==> config.mk <==
export PLATFORM = sky130hd
export DESIGN_NAME = dmem_arbiter
export DESIGN_NICKNAME = d
export VERILOG_FILES = /design/src/rtl/dmem_arb_pkg.sv /design/src/rtl/rr_arb2.sv /design/src/rtl/dmem_arbiter.sv
export SDC_FILE = /design/constraint.sdc
export NUM_CORES = 1
export LEC_CHECK = 0
export ABC_AREA = 1
export CAP_MARGIN = 10
export CORE_ASPECT_RATIO = 0.8
export CORE_MARGIN = 3
export CORE_UTILIZATION = 43
export CTS_CLUSTER_DIAMETER = 40
export DETAILED_ROUTE_END_ITERATION = 8
export PLACE_DENSITY = 0.93
export SYNTH_ARGS = -nofsm -noshare
export SYNTH_HDL_FRONTEND = slang
export SYNTH_SLANG_ARGS = --single-unit
==> constraint.sdc <==
create_clock -name clk -period 3.6 [get_ports clk]
set_clock_uncertainty 0.1 [all_clocks]
set_input_delay 0.54 -clock clk [delete_from_list [all_inputs] [get_ports clk]]
set_output_delay 0.54 -clock clk [all_outputs]
set_load 0.02 [all_outputs]
==> src/rtl/dmem_arb_pkg.sv <==
// Shared types and constants for the data-memory arbiter.
package dmem_arb_pkg;

    localparam int unsigned DATA_W = 32;
    localparam int unsigned ADDR_W = 32;

    localparam logic M_CPU = 1'b0;
    localparam logic M_AUX = 1'b1;

    typedef enum logic [1:0] {
        IDLE   = 2'd0,
        ACCESS = 2'd1,
        DONE   = 2'd2
    } state_t;

endpackage

==> src/rtl/rr_arb2.sv <==
// Two-input grant selector: round-robin on ties, or master 0 first when fixed_prio is set.
module rr_arb2
    import dmem_arb_pkg::*;
(
    input  logic [1:0] req,
    input  logic       last,
    input  logic       fixed_prio,
    output logic       grant,
    output logic       valid
);

    always_comb begin
        valid = |req;
        grant = M_CPU;
        if (req == 2'b11) begin
            grant = fixed_prio ? M_CPU : ~last;
        end else if (req[1]) begin
            grant = M_AUX;
        end
    end

endmodule

==> src/rtl/dmem_arbiter.sv <==
// Two-master arbiter and single-access sequencer for the single-port data memory.
module dmem_arbiter
    import dmem_arb_pkg::*;
#(
    parameter int unsigned DEPTH      = 101,
    parameter bit          FIXED_PRIO = 1'b0
) (
    input  logic        clk,
    input  logic        rst_n,
    input  logic        m0_req,
    input  logic        m0_we,
    input  logic [31:0] m0_addr,
    input  logic [31:0] m0_wdata,
    output logic        m0_ack,
    output logic [31:0] m0_rdata,
    output logic        m0_err,
    input  logic        m1_req,
    input  logic        m1_we,
    input  logic [31:0] m1_addr,
    input  logic [31:0] m1_wdata,
    output logic        m1_ack,
    output logic [31:0] m1_rdata,
    output logic        m1_err,
    output logic [31:0] mem_address,
    output logic [31:0] mem_dataIn,
    output logic        mem_memRead,
    output logic        mem_memWrite,
    input  logic [31:0] mem_dataOut,
    output logic        busy,
    output logic        grant_id
);

    state_t              state_q, state_n;
    logic                id_q, we_q, err_q, rr_last_q;
    logic [ADDR_W-1:0]   addr_q;
    logic [DATA_W-1:0]   wdata_q, rdata_q;

    logic                win_id, win_valid;
    logic                sel_we;
    logic [ADDR_W-1:0]   sel_addr;
    logic [DATA_W-1:0]   sel_wdata;

    rr_arb2 u_arb (
        .req        ({m1_req, m0_req}),
        .last       (rr_last_q),
        .fixed_prio (FIXED_PRIO),
        .grant      (win_id),
        .valid      (win_valid)
    );

    assign sel_we    = (win_id == M_AUX) ? m1_we    : m0_we;
    assign sel_addr  = (win_id == M_AUX) ? m1_addr  : m0_addr;
    assign sel_wdata = (win_id == M_AUX) ? m1_wdata : m0_wdata;

    always_ff @(posedge clk or negedge rst_n) begin
        if (!rst_n) state_q <= IDLE;
        else        state_q <= state_n;
    end

    always_comb begin
        state_n = state_q;
        case (state_q)
            IDLE:    if (win_valid) state_n = ACCESS;
            ACCESS:  state_n = DONE;
            DONE:    state_n = IDLE;
            default: state_n = IDLE;
        endcase
    end

    // Request fields are captured only in IDLE so masters may change them freely afterwards.
    always_ff @(posedge clk or negedge rst_n) begin
        if (!rst_n) begin
            id_q      <= M_CPU;
            we_q      <= 1'b0;
            err_q     <= 1'b0;
            addr_q    <= '0;
            wdata_q   <= '0;
            rdata_q   <= '0;
            rr_last_q <= M_AUX;
        end else begin
            if (state_q == IDLE && win_valid) begin
                id_q      <= win_id;
                we_q      <= sel_we;
                addr_q    <= sel_addr;
                wdata_q   <= sel_wdata;
                err_q     <= (sel_addr >= ADDR_W'(DEPTH));
                rr_last_q <= win_id;
            end
            if (state_q == ACCESS) begin
                rdata_q <= (!we_q && !err_q) ? mem_dataOut : '0;
            end
        end
    end

    always_comb begin
        mem_address  = '0;
        mem_dataIn   = '0;
        mem_memRead  = 1'b0;
        mem_memWrite = 1'b0;
        m0_ack       = 1'b0;
        m0_rdata     = '0;
        m0_err       = 1'b0;
        m1_ack       = 1'b0;
        m1_rdata     = '0;
        m1_err       = 1'b0;
        busy         = (state_q != IDLE);
        grant_id     = (state_q != IDLE) ? id_q : M_CPU;
        case (state_q)
            ACCESS: begin
                mem_address  = addr_q;
                mem_dataIn   = wdata_q;
                mem_memRead  = !we_q && !err_q;
                mem_memWrite = we_q && !err_q;
            end
            DONE: begin
                if (id_q == M_AUX) begin
                    m1_ack   = 1'b1;
                    m1_rdata = rdata_q;
                    m1_err   = err_q;
                end else begin
                    m0_ack   = 1'b1;
                    m0_rdata = rdata_q;
                    m0_err   = err_q;
                end
            end
            default: ;
        endcase
    end

endmodule

==> results.txt <==
status - complete, no violations
Setup TNS Final - 0 ps
reg2reg path depth - 10
Worst-path clk slew - 70 ps
# DRC - 0
Die Y - 108 microns
hold buffers post-CTS - 0
Hold Vio Cnt, Final - 0
Initial Utilization - 0.447
First-pass DRT Iterations - 5
Final min period - 3020 ps
RSZ-0062 raised after global routing - no
Worst Path Arrival - 2380 ps
Yosys reg bits - 102
Leakage - 3.94 nW
total gr overflow - 0
CTS Root Cell - clkbuf_16
f_max - 332 MHz
Fillers - 948
Core ar. - 12400 sq um
via count - 5898
Power per Cell Area - 587 nW/um^2
Mapped Cells - 790
final setup fails - 0
Max Slew Vio Count - 0
later-pin clock latency in the skew report - 330 ps
largest net degree at the start of global routing - 56
synth unique cells - 23
sequential area share after synthesis - 0.461
die area - 14300 sq um
antenna-violating nets left - 0
Int Power - 0.00311 W
clock power share - 0.183
VDD IR max - 0.000368 V
Ports - 302
antenna violations before repair - 0
routability cong. - 0.898
yosys warns - 0
Post-Syn Area - 5540 sq um
combinational share of power - 0.492
worst endpoint required time - 2960 ps
Tightest Pin Transition - 951 ps
syn_nets - 956
Layout area overhead - 60.5%
vias per cell - 4.76
Relative slew margins - 0.365
net switching power - 0.00211 W
DRT iter0 DRCs - 318
dpl hpwl - 14000 microns
input/output buffers - 301
post-CTS setup buffers - 0
worst min-delay path class - input pin to asynchronous set/reset pin
num rows - 36
Syn Area/Cell - 7.01 sq um
period utilization - 0.838
GR Util All Layers - 0.244
max cap viols - 0
WL/cell - 14.4 microns
CTS resizes - 0
vias in the first global route - 5468
CTS Buffer Depth - 2
CTS tree - built
Switching Share - 0.405
die width - 133 microns
startpoint types - flip-flop
maximum fanout along the worst path - 33
global-route wire length before repair - 27900 microns
H-tree Lvls - 3
Tot Pwr - 0.00522 W
ant diodes - 0
WS Path Type - flip-flop to output pin
Net count, final - 1230
clock sink count - 102
Inserted Clock Buffers - 9
CP endpoint kind - output pin
Seq pwr share - 0.324
fraction of layout cells with a size suffix above 1 - 0.0337
drt total wl - 17900 microns
cells by family (layout without fill, tap and decap cells):
| group | Yosys count | count (layout) | share of synthesized area |
|---|---|---|---|
| AND/OR/NAND/NOR | 366 | 366 | 0.268 |
| AO/OA/AOI/OAI | 137 | 137 | 0.131 |
| flip-flops | 102 | 102 | 0.461 |
| buffers and inverters | 185 | 464 | 0.140 |
Yosys cell counts:
cell | number | area share
and2_1 | 1 | 0.0011
o21ai_1 | 12 | 0.011
buf_2 | 12 | 0.011
nand3b_1 | 20 | 0.027
buf_6 | 8 | 0.016
a21oi_1 | 3 | 0.0027
clkbuf_1 | 15 | 0.010
buf_1 | 12 | 0.0081
dfrtp_1 | 101 | 0.46
o22ai_1 | 33 | 0.037
nand2_2 | 2 | 0.0023
nand2_1 | 148 | 0.10
nor2_4 | 1 | 0.0020
nor3_1 | 1 | 0.00090
nand3_1 | 11 | 0.0099
inv_1 | 134 | 0.091
or2_1 | 1 | 0.0011
inv_2 | 3 | 0.0020
dfstp_2 | 1 | 0.0047
o21ai_0 | 89 | 0.080
nor2_1 | 179 | 0.12
nor2_2 | 2 | 0.0023
buf_4 | 1 | 0.0014
power by group through the flow:
| stage | logic, W | clock network [W] | registers [W] |
|---|---|---|---|
| 2_1_floorplan | 0.00155 | 0 | 0.00166 |
| 3_3_place_gp | 0.00252 | 0 | 0.00169 |
| 3_5_place_dp | 0.00258 | 0 | 0.00171 |
| 4_1_cts | 0.00259 | 0.000975 | 0.00169 |
| 5_1_grt | 0.00283 | 0.00103 | 0.00173 |
| 6_report | 0.00257 | 0.000956 | 0.00169 |
sequential cells by signal (all words and copies together) (netlist names):
name and cells:
addr_q 32, rdata_q 32, wdata_q 32, state_q 2, err_q 1, id_q 1
rr_last_q 1, we_q 1
metal layers:
layer	wire length, microns	global-route usage	up-vias	part of all wire
li1	-	-	2956	-
met1	7280	0.304	2700	0.41
met2	9000	0.429	224	0.50
met3	1360	0.0612	18	0.076
met4	227	0.0504	0	0.013
met5	0	0	-	0
final timing paths:
check	from	endpoint	slack (ps)
min in group clk	addr_q[23]$_DFFE_PN0P_	addr_q[23]$_DFFE_PN0P_	390
setup reg to reg	rr_last_q$_DFFE_PN1P_	err_q$_DFFE_PN0P_	1560
hold reg to reg	addr_q[23]$_DFFE_PN0P_	addr_q[23]$_DFFE_PN0P_	390
hold / removal	rst_n	wdata_q[31]$_DFFE_PN0P_	110
max in group asynchronous	rst_n	rr_last_q$_DFFE_PN1P_	2520
setup / recovery	state_q[1]$_DFFE_PN0P_	m0_rdata[22]	580
area by class of cell:
type	instances	area (sq um)	share of cell area
timing repair buffer	311	3110	0.349
clock inverter	5	58.8	0.00661
tap	171	214	0.0241
multi-input combinational	503	2210	0.249
clock buffer	11	233	0.0262
inverter	137	514	0.0578
sequential	102	2550	0.287
through the flow:
stage	instances	hold slack (ps)	setup slack (ps)	utilization	area, sq um
after floorplan	790	144	1440	-	5540
after global placement	1224	367	914	0.695	8600
after detailed placement	1224	373	873	0.695	8600
after CTS	1240	135	582	0.718	8890
after global routing	1240	153	394	0.718	8890
final	1240	113	583	0.718	8890
cells in the final DEF, fill, tap and decap left out:
| master | netlist | layout |
|---|---|---|
| clkdlybuf4s50_1 | 0 | 299 |
| nor2_1 | 179 | 179 |
| nand2_1 | 148 | 148 |
| inv_1 | 134 | 133 |
| dfrtp_1 | 101 | 101 |
| o21ai_0 | 89 | 89 |
| o22ai_1 | 33 | 33 |
| nand3b_1 | 20 | 20 |
| o21ai_1 | 12 | 12 |
| nand3_1 | 11 | 11 |
| buf_4 | 1 | 10 |
| clkbuf_16 | 0 | 9 |
| inv_2 | 3 | 4 |
| a21oi_1 | 3 | 3 |
| nor2_2 | 2 | 2 |
| nand2_2 | 2 | 2 |
| clkinvlp_4 | 0 | 2 |
| clkbuf_1 | 15 | 2 |
| buf_12 | 0 | 2 |
| nor3_1 | 1 | 1 |
| nor2_4 | 1 | 1 |
| or2_1 | 1 | 1 |
| and2_1 | 1 | 1 |
| bufinv_16 | 0 | 1 |
| clkinv_2 | 0 | 1 |
| inv_6 | 0 | 1 |
| dfstp_2 | 1 | 1 |
worst max-delay path, stage by stage, from the launching register on:
cell	delay, ps
dfrtp_1	380
inv_1	90
nor2_1	40
inv_1	60
nor2_1	50
inv_1	680
nor2_1	130
clkdlybuf4s50_1	600
Note: power is estimated with default switching activity, not from simulation.
